===== src/rtl/cpu_bus_pkg.sv =====
// Shared types and constants for the CPU instruction-bus sequencer.
// The command word and default sizing live here so the sub-module and top agree.
package cpu_bus_pkg;

  localparam int unsigned DefInstrNumBit = 8;
  localparam int unsigned DefBusW        = 32;
  localparam int unsigned DefWpi         = 2;
  localparam int unsigned DefTmoW        = 16;

  // Data written to the all-ones address to start the CPU.
  localparam int unsigned CMD_DATA = 1;

  typedef enum logic [2:0] {
    StIdle,
    StFetch,
    StWrite,
    StCmd,
    StWaitIrq,
    StDone
  } seq_state_e;

endpackage


===== src/rtl/cpu_irq_watchdog.sv =====
// IRQ rising-edge detector and wait-cycle watchdog for the sequencer's IRQ wait.
// The edge register tracks the IRQ every cycle, so a level already high on entry is not an edge.
module cpu_irq_watchdog
  import cpu_bus_pkg::*;
#(
  parameter int unsigned TMO_W = DefTmoW
) (
  input  logic             clk,
  input  logic             rst_n,
  input  logic             clear_i,
  input  logic             run_i,
  input  logic             irq_i,
  input  logic [TMO_W-1:0] tmo_limit_i,
  output logic             irq_rise_o,
  output logic             expire_o
);

  localparam int unsigned CntW = TMO_W + 1;

  logic [TMO_W-1:0] cnt_q, cnt_d;
  logic             irq_prev_q;

  always_comb begin
    cnt_d = cnt_q;
    if (clear_i) begin
      cnt_d = '0;
    end else if (run_i) begin
      cnt_d = cnt_q + TMO_W'(1);
    end
  end

  assign irq_rise_o = irq_i & ~irq_prev_q;

  // Fires in the cycle whose increment would make the counter equal the limit.
  assign expire_o = run_i && (tmo_limit_i != '0) &&
                    ((CntW'(cnt_q) + CntW'(1)) == CntW'(tmo_limit_i));

  always_ff @(posedge clk or negedge rst_n) begin
    if (!rst_n) begin
      cnt_q      <= '0;
      irq_prev_q <= 1'b0;
    end else begin
      cnt_q      <= cnt_d;
      irq_prev_q <= irq_i;
    end
  end

endmodule


===== src/rtl/cpu_bus_sequencer.sv =====
// Streams a batch of instructions onto the CPU peripheral bus one word at a time,
// issues the start command, then waits for the CPU IRQ under an optional watchdog.
module cpu_bus_sequencer
  import cpu_bus_pkg::*;
#(
  parameter int unsigned INSTR_NUM_BIT = DefInstrNumBit,
  parameter int unsigned BUS_W         = DefBusW,
  parameter int unsigned WPI           = DefWpi,
  parameter int unsigned TMO_W         = DefTmoW
) (
  input  logic                     clk,
  input  logic                     rst_n,
  input  logic                     start_i,
  input  logic [INSTR_NUM_BIT-1:0] instr_count_i,
  input  logic [TMO_W-1:0]         tmo_limit_i,
  input  logic                     abort_i,
  input  logic                     instr_valid_i,
  output logic                     instr_ready_o,
  input  logic [WPI*BUS_W-1:0]     instr_data_i,
  output logic                     CPU_instruction_valid_o,
  output logic [INSTR_NUM_BIT:0]   CPU_instruction_addr_o,
  output logic [BUS_W-1:0]         CPU_instruction_data_o,
  input  logic                     CPU_instruction_irq_i,
  output logic                     busy_o,
  output logic                     done_o,
  output logic                     tmo_err_o,
  output logic                     cfg_err_o
);

  localparam int unsigned AddrW  = INSTR_NUM_BIT + 1;
  localparam int unsigned WordW  = (WPI > 1) ? $clog2(WPI) : 1;
  localparam int unsigned InstrW = WPI * BUS_W;

  seq_state_e               state_q, state_d;
  logic [INSTR_NUM_BIT-1:0] count_q, count_d;
  logic [INSTR_NUM_BIT-1:0] idx_q, idx_d;
  logic [WordW-1:0]         word_q, word_d;
  logic [InstrW-1:0]        instr_q, instr_d;
  logic                     valid_q, valid_d;
  logic [AddrW-1:0]         addr_q, addr_d;
  logic [BUS_W-1:0]         data_q, data_d;
  logic                     tmo_err_q, tmo_err_d;
  logic                     cfg_err_q, cfg_err_d;
  logic                     wd_clear, wd_run, irq_rise, wd_expire;

  cpu_irq_watchdog #(
    .TMO_W(TMO_W)
  ) u_watchdog (
    .clk        (clk),
    .rst_n      (rst_n),
    .clear_i    (wd_clear),
    .run_i      (wd_run),
    .irq_i      (CPU_instruction_irq_i),
    .tmo_limit_i(tmo_limit_i),
    .irq_rise_o (irq_rise),
    .expire_o   (wd_expire)
  );

  always_comb begin
    state_d   = state_q;
    count_d   = count_q;
    idx_d     = idx_q;
    word_d    = word_q;
    instr_d   = instr_q;
    valid_d   = 1'b0;
    addr_d    = '0;
    data_d    = '0;
    tmo_err_d = 1'b0;
    cfg_err_d = 1'b0;
    wd_clear  = 1'b0;
    wd_run    = 1'b0;

    case (state_q)
      StIdle: begin
        if (start_i) begin
          if (instr_count_i == '0) begin
            cfg_err_d = 1'b1;
          end else begin
            count_d = instr_count_i;
            idx_d   = '0;
            word_d  = '0;
            state_d = StFetch;
          end
        end
      end
      StFetch: begin
        if (instr_valid_i) begin
          instr_d = instr_data_i;
          word_d  = '0;
          state_d = StWrite;
        end
      end
      StWrite: begin
        valid_d = 1'b1;
        addr_d  = AddrW'(32'(idx_q) * WPI + 32'(word_q));
        data_d  = instr_q[32'(word_q) * BUS_W +: BUS_W];
        if (word_q == WordW'(WPI - 1)) begin
          word_d = '0;
          if ((AddrW'(idx_q) + AddrW'(1)) < AddrW'(count_q)) begin
            idx_d   = idx_q + INSTR_NUM_BIT'(1);
            state_d = StFetch;
          end else begin
            state_d = StCmd;
          end
        end else begin
          word_d = word_q + WordW'(1);
        end
      end
      StCmd: begin
        valid_d  = 1'b1;
        addr_d   = '1;
        data_d   = BUS_W'(CMD_DATA);
        wd_clear = 1'b1;
        state_d  = StWaitIrq;
      end
      StWaitIrq: begin
        wd_run = 1'b1;
        // An IRQ edge coinciding with expiry counts as completion.
        if (irq_rise) begin
          state_d = StDone;
        end else if (wd_expire) begin
          tmo_err_d = 1'b1;
          state_d   = StIdle;
        end
      end
      StDone: begin
        state_d = StIdle;
      end
      default: begin
        state_d = StIdle;
      end
    endcase

    // Abort overrides everything; a write already on the bus this cycle still completes.
    if (abort_i && (state_q != StIdle)) begin
      state_d   = StIdle;
      valid_d   = 1'b0;
      addr_d    = '0;
      data_d    = '0;
      tmo_err_d = 1'b0;
    end
  end

  always_ff @(posedge clk or negedge rst_n) begin
    if (!rst_n) begin
      state_q   <= StIdle;
      count_q   <= '0;
      idx_q     <= '0;
      word_q    <= '0;
      instr_q   <= '0;
      valid_q   <= 1'b0;
      addr_q    <= '0;
      data_q    <= '0;
      tmo_err_q <= 1'b0;
      cfg_err_q <= 1'b0;
    end else begin
      state_q   <= state_d;
      count_q   <= count_d;
      idx_q     <= idx_d;
      word_q    <= word_d;
      instr_q   <= instr_d;
      valid_q   <= valid_d;
      addr_q    <= addr_d;
      data_q    <= data_d;
      tmo_err_q <= tmo_err_d;
      cfg_err_q <= cfg_err_d;
    end
  end

  assign instr_ready_o           = (state_q == StFetch);
  assign CPU_instruction_valid_o = valid_q;
  assign CPU_instruction_addr_o  = addr_q;
  assign CPU_instruction_data_o  = data_q;
  assign busy_o                  = (state_q != StIdle);
  assign done_o                  = (state_q == StDone);
  assign tmo_err_o               = tmo_err_q;
  assign cfg_err_o               = cfg_err_q;

endmodule


===== config.mk =====
export PLATFORM = sky130hd
export DESIGN_NAME = cpu_bus_sequencer
export DESIGN_NICKNAME = d
export VERILOG_FILES = /design/src/rtl/cpu_bus_pkg.sv /design/src/rtl/cpu_irq_watchdog.sv /design/src/rtl/cpu_bus_sequencer.sv
export SDC_FILE = /design/constraint.sdc
export NUM_CORES = 1
export LEC_CHECK = 0
export CAP_MARGIN = 25
export CELL_PAD_IN_SITES_DETAIL_PLACEMENT = 1
export CELL_PAD_IN_SITES_GLOBAL_PLACEMENT = 1
export CORE_ASPECT_RATIO = 0.7
export CORE_UTILIZATION = 40
export DETAILED_ROUTE_END_ITERATION = 10
export PLACE_DENSITY = 0.92
export SETUP_SLACK_MARGIN = 0.5
export SKIP_CTS_REPAIR_TIMING = 1
export SYNTH_ARGS = -nofsm -noshare
export SYNTH_HDL_FRONTEND = slang
export SYNTH_SLANG_ARGS = --single-unit

===== constraint.sdc =====
create_clock -name clk -period 5.4 [get_ports clk]
set_input_delay 1.35 -clock clk [delete_from_list [all_inputs] [get_ports clk]]
set_output_delay 1.35 -clock clk [all_outputs]
set_load 0.02 [all_outputs]

==> results_dict.tcl, run 1 <==
set metrics [dict create \
    die_w_um 156 \
    start_util_pct 41.8 \
    cts_buffers 17 \
    post-place-ws_ns 2.03 \
    insertion_delay_ns 0.43 \
    hold_path_class "reg -> reg" \
    drt_wl_total_um 17700 \
    clockRootBuffer "clkbuf_16" \
    leakage_nw 3.67 \
    ff_latch_area_um2 3630 \
    h-tree-depth 4 \
    dp_cells 908 \
    multiInputGateArea_um2 2780 \
    dp_hpwl_um 12600 \
    hold_violations 0 \
    final_nets 812 \
    worstSetupEndpointType "primary output" \
    fillers 1676 \
    core_area_um2 15800 \
    dr.pass1.iters 4 \
    cts_sinks 145 \
    cpMaxStageDelayCell "dfrtp_1" \
    vias 4971 \
    port-buffer-count 140 \
    layout_common_cells "dfrtp_1 (144), clkdlybuf4s50_1 (139), mux2_2 (67), nor2_1 (53), nand2_1 (39)" \
    max_slew_margin_pct 41.7 \
    synth_seq_cells 145 \
    wl_per_cell_um 18.8 \
    final_antenna_net_count 0 \
    stdcell_count 942 \
    clock_skew_ns 0.0109 \
    setup_viol 0 \
    grt-ovfl-total 0 \
    first_iter_violations 183 \
    period_minus_slack_ns 3.61 \
    diodes 0 \
    fin_crit_sh_pct 66.8 \
    clock_path_buffers 2 \
    power_mw 3.75 \
    cts_tree "done" \
    hold_slack_ns 0.503 \
    yosysUniqueCellTypes 55 \
    area_growth_pct 32.5 \
    crit_family "flip-flops" \
    die-area_um2 17100 \
    async_reset_ff_share_pct 100 \
    grt_setup_unrepaired "false" \
    setup_tns_ns 0 \
    syn-cell-area_um2 6610 \
    worstPathMaxFanout 23 \
    grt_pass1_wl_um 28900 \
    worstPathCellList "nor3b_1 > clkdlybuf4s50_1" \
    grt_max_degree 106 \
    drive_gt1_share_pct 16.3 \
    synth_edf_count 0 \
    avgSynthCellArea_um2 11.6 \
    syn_inst 571 \
    grt_use_total_pct 22.3 \
    synth_nets 674 \
    status "finished clean" \
    vias_per_cell 5.28 \
    drc_errors 0 \
    gp_congestion 0.904 \
    fmax_mhz 277 \
    io_pins 141 \
    ys_warn_count 0 \
    die_height_um 110 \
    cp_num_buf_inv 1 \
    tightestPinTransition_ns 0.872 \
    drv_slew 0 \
    row_count 38 \
    drv_cap 0 \
    required_ns 4.05 \
    arrival_ns 2.26 \
    yosysSeqAreaShare_pct 54.9 \
    setup_slack_ns 1.79 \
    power.density_nw_per_um2 428 \
    peakVddDrop_v 0.000238 \
    start_kind "flip-flop" \
    grt_pass1_vias 5525 \
    synth_flop_cell "dfrtp_1" \
    critPathMaxStageDelay_ns 0.83 \
    clkTransAtPathRegs_ns 0.07 \
    final_common_cell "dfrtp_1" \
    antenna_found_initial 0 \
    crit_type "reg -> out" \
]
-- path summary, 6_finish.rpt --
| path | slack [ns] | cells past startpoint | startpoint | end |
|---|---|---|---|---|
| hold reg to reg | 0.50 | 1 | instr_q[36] | instr_q[36] |
| hold / removal | 0.50 | 1 | instr_q[36] | instr_q[36] |
| setup reg to reg | 2.30 | 11 | idx_q[0] | idx_q[5] |
| min in group asynchronous | 0.74 | 1 | rst_n | u_watchdog.cnt_q[8] |
| max in group asynchronous | 3.40 | 3 | rst_n | instr_q[24] |
| setup / recovery | 1.79 | 2 | state_q[0] | instr_ready_o |
-- flip-flops by register name, indices dropped and copies added, names as in the netlist, 3 cells and up --
name                    cells
CPU_instruction_addr_o      9
CPU_instruction_data_o     32
count_q                     8
idx_q                       8
instr_q                    64
state_q                     3
u_watchdog.cnt_q           16
-- kinds of logic after synthesis --
family          after synthesis  share of synthesized area [%]
buf+inv                      44                           3.18
flops                       145                           54.9
simple gates                155                           11.4
fa+ha+maj                     9                           1.70
compound gates               92                           8.99
xor+xnor                     28                           3.71
mux                          98                           16.1
-- worst reg2reg max path: stages (launching register included) --
cell and delay [ns]:
dfrtp_1 0.46, ha_1 0.32, nand3_1 0.14, xnor2_1 0.27, ha_1 0.31, a21o_1 0.18
a21oi_1 0.18, a21oi_1 0.11, a211oi_1 0.45, buf_2 0.28, and3_1 0.21, a221o_1 0.13
-- synth_stat cells (2+ instances only) --
cell | count | area share, %
o21ai_0 | 38 | 2.9
nand2b_1 | 2 | 0.19
nor4_1 | 8 | 0.76
o21a_1 | 11 | 1.2
xor2_1 | 13 | 1.7
inv_1 | 14 | 0.79
buf_2 | 2 | 0.15
mux2i_1 | 31 | 4.7
clkbuf_1 | 20 | 1.1
mux2_2 | 67 | 11
nand3_1 | 14 | 1.1
a22o_1 | 6 | 0.79
nor3_1 | 10 | 0.76
nand3b_1 | 2 | 0.23
a21o_1 | 3 | 0.34
a31oi_1 | 4 | 0.38
and3_1 | 7 | 0.66
nor3b_1 | 3 | 0.34
nor2_1 | 54 | 3.1
nand4_1 | 3 | 0.28
nand2_1 | 39 | 2.2
a21oi_1 | 11 | 0.83
a221o_1 | 3 | 0.45
buf_1 | 5 | 0.28
ha_1 | 9 | 1.7
o31ai_1 | 3 | 0.34
o221ai_1 | 2 | 0.26
xnor2_1 | 15 | 2.0
dfrtp_1 | 145 | 55
nor2b_1 | 2 | 0.19
-- cell type report --
class                           instances  area share, %
Tap cell                              220           3.14
Multi-Input combinational cell        382           31.7
Clock buffer                           19           4.94
Sequential cell                       145           41.4
Timing Repair Buffer                  149           17.0
Inverter                               14          0.600
Clock inverter                         13           1.19
-- power breakdown --
part / switching, mW / internal, mW
registers: 0.198 / 1.40
clock network: 0.489 / 0.593
logic: 0.508 / 0.561
total: 1.20 / 2.56
-- routing by layer --
metal  global-route usage, %  up-vias  share of wire, %
met5                       0        -                 0
met4                    9.45        0               2.0
met3                    4.93       27               4.2
met2                    38.8      125                51
met1                    27.0     2523                43
li1                        -     2296                 -
-- metrics by stage --
| step | util (%) | area (um^2) |
|---|---|---|
| 2_1_floorplan | - | 6610 |
| 3_3_place_gp | 51.8 | 8190 |
| 3_5_place_dp | 51.8 | 8190 |
| 4_1_cts | 55.1 | 8730 |
| 5_1_grt | 55.4 | 8760 |
| 6_report | 55.4 | 8760 |
No activity file was read; power rests on OpenSTA's default activity.
==> run 2, diff against run 1 <==
CORE_UTILIZATION = 36   (was 40)
PLACE_DENSITY = 0.88   (was 0.92)
clock period = 3.1 ns   (was 5.4 ns; I/O delays follow)
==> run 2 against run 1 <==
  * Worst hold slack worse by 0.18 ns
  * Die area is 11% higher
  * Non-clock buffer count is 15 higher
  * Clock-buffer cell count is 2 lower
  * First-iteration DRC count is 20% higher
  * Setup slack worse by 1.2 ns
  * Routed wire length hardly changed
  * Clock power is 90% higher
  * Clock skew is 0.0032 ns higher
  * Combinational power is 85% higher
  * Critical path type unchanged
  * Critical endpoint unchanged
==> results_dict.tcl, run 2 (synthesized netlist as in run 1, its figures left out) <==
set metrics [dict create \
    final_nets 827 \
    leakage_nw 3.84 \
    drt_wl_total_um 17700 \
    die-area_um2 18900 \
    clock_path_buffers 2 \
    die_height_um 115 \
    peakVddDrop_v 0.000351 \
    start_util_pct 36.7 \
    required_ns 2.32 \
    max_slew_margin_pct 58.0 \
    power.density_nw_per_um2 747 \
    grt-ovfl-total 0 \
    dr.pass1.iters 4 \
    grt_setup_unrepaired "true" \
    regMostFlops "instr_q" \
    area_growth_pct 37.4 \
    first_iter_violations 219 \
    layout_common_cells "dfrtp_1 (140), clkdlybuf4s50_1 (136), mux2_2 (67), nor2_1 (52), nand2_1 (39)" \
    h-tree-depth 4 \
    hold_path_class "in -> async" \
    multiInputGateArea_um2 2900 \
    dp_hpwl_um 12300 \
    stdcell_count 973 \
    tightestPinTransition_ns 0.626 \
    drv_cap 0 \
    fillers 1854 \
    clockRootBuffer "clkbuf_16" \
    vias 4967 \
    die_w_um 164 \
    clkTransAtPathRegs_ns 0.07 \
    cts_sinks 145 \
    worstSetupEndpointType "primary output" \
    grt_pass1_vias 5202 \
    diodes 0 \
    drive_gt1_share_pct 21.0 \
    core_area_um2 18000 \
    setup_tns_ns 0 \
    ff_latch_area_um2 3630 \
    vias_per_cell 5.10 \
    setup_slack_ns 0.569 \
    fmax_mhz 395 \
    largest_reg_flops 64 \
    row_count 41 \
    dp_cells 934 \
    arrival_ns 1.76 \
    grt_pass1_wl_um 28000 \
    cts_buffers 17 \
    hold_slack_ns 0.322 \
    grt_use_total_pct 19.4 \
    setup_viol 0 \
    antenna_found_initial 0 \
    cts_tree "done" \
    gp_congestion 0.863 \
    start_kind "flip-flop" \
    port-buffer-count 140 \
    grt_max_degree 66 \
    period_minus_slack_ns 2.53 \
    crit_type "reg -> out" \
    insertion_delay_ns 0.42 \
    io_pins 141 \
    final_common_cell "dfrtp_1" \
    fin_crit_sh_pct 81.6 \
    drv_slew 0 \
    drc_errors 0 \
    worstPathMaxFanout 16 \
    post-place-ws_ns 0.196 \
    status "finished clean" \
    clock_skew_ns 0.0142 \
    wl_per_cell_um 18.2 \
    hold_violations 0 \
    final_antenna_net_count 0 \
]
==> run 2: changes by cell type in the layout (fill, tap and decap cells not counted), sizes merged <==
cell / previous run / this run
dlymetal6s2s: 0 / 3
clkdlybuf4s50: 139 / 136
inv: 19 / 21
bufinv: 0 / 1
clkinv: 0 / 3
clkinvlp: 8 / 4
buf: 10 / 25
clkbuf: 19 / 17
==> run 2: metrics by stage <==
step / area (um^2) / power [mW] / utilization (%)
final: 9090 / 6.79 / 50.5
after global routing: 9090 / 7.18 / 50.5
after CTS: 8910 / 6.84 / 49.5
after detailed placement: 8320 / 4.74 / 46.2
after global placement: 8320 / 4.59 / 46.2
after floorplan: 6620 / 4.00 / -
==> run 2: per-layer routing <==
metal  global-route usage [%]  vias to the layer above  wire [um]
met2                     31.3                      111       8510
met4                     4.38                        0        112
met5                        0                        -          0
met3                     4.33                       11        784
li1                         -                     2324          -
met1                     26.6                     2521       8320
==> run 2: final cells by class <==
type | count | area share (%)
Multi-Input combinational cell | 382 | 31.9
Inverter | 14 | 0.620
Tap cell | 236 | 3.25
Timing Repair Buffer | 164 | 17.8
Clock inverter | 15 | 1.80
Sequential cell | 145 | 40.0
Clock buffer | 17 | 4.68
==> run 2: final timing paths <==
check | startpoint | endpoint | slack, ns | depth (start not counted)
hold reg to reg | instr_q[38] | instr_q[38] | 0.51 | 1
min in group clk | instr_q[38] | instr_q[38] | 0.51 | 1
setup reg to reg | idx_q[3] | idx_q[5] | 0.57 | 10
hold / removal | rst_n | count_q[5] | 0.32 | 1
max in group asynchronous | rst_n | u_watchdog.cnt_q[0] | 2.01 | 2
setup / recovery | state_q[0] | instr_ready_o | 0.57 | 3
==> run 2: critical path: stages (launching register included) <==
cell,delay (ns)
dfrtp_1,0.49
buf_4,0.28
nor3b_1,0.30
dlymetal6s2s_1,0.27
==> run 2: where the power goes <==
group	internal [mW]	switching, mW	leakage, nW
clock network	1.14	0.909	0.280
logic	1.03	0.948	1.71
registers	2.45	0.315	1.85
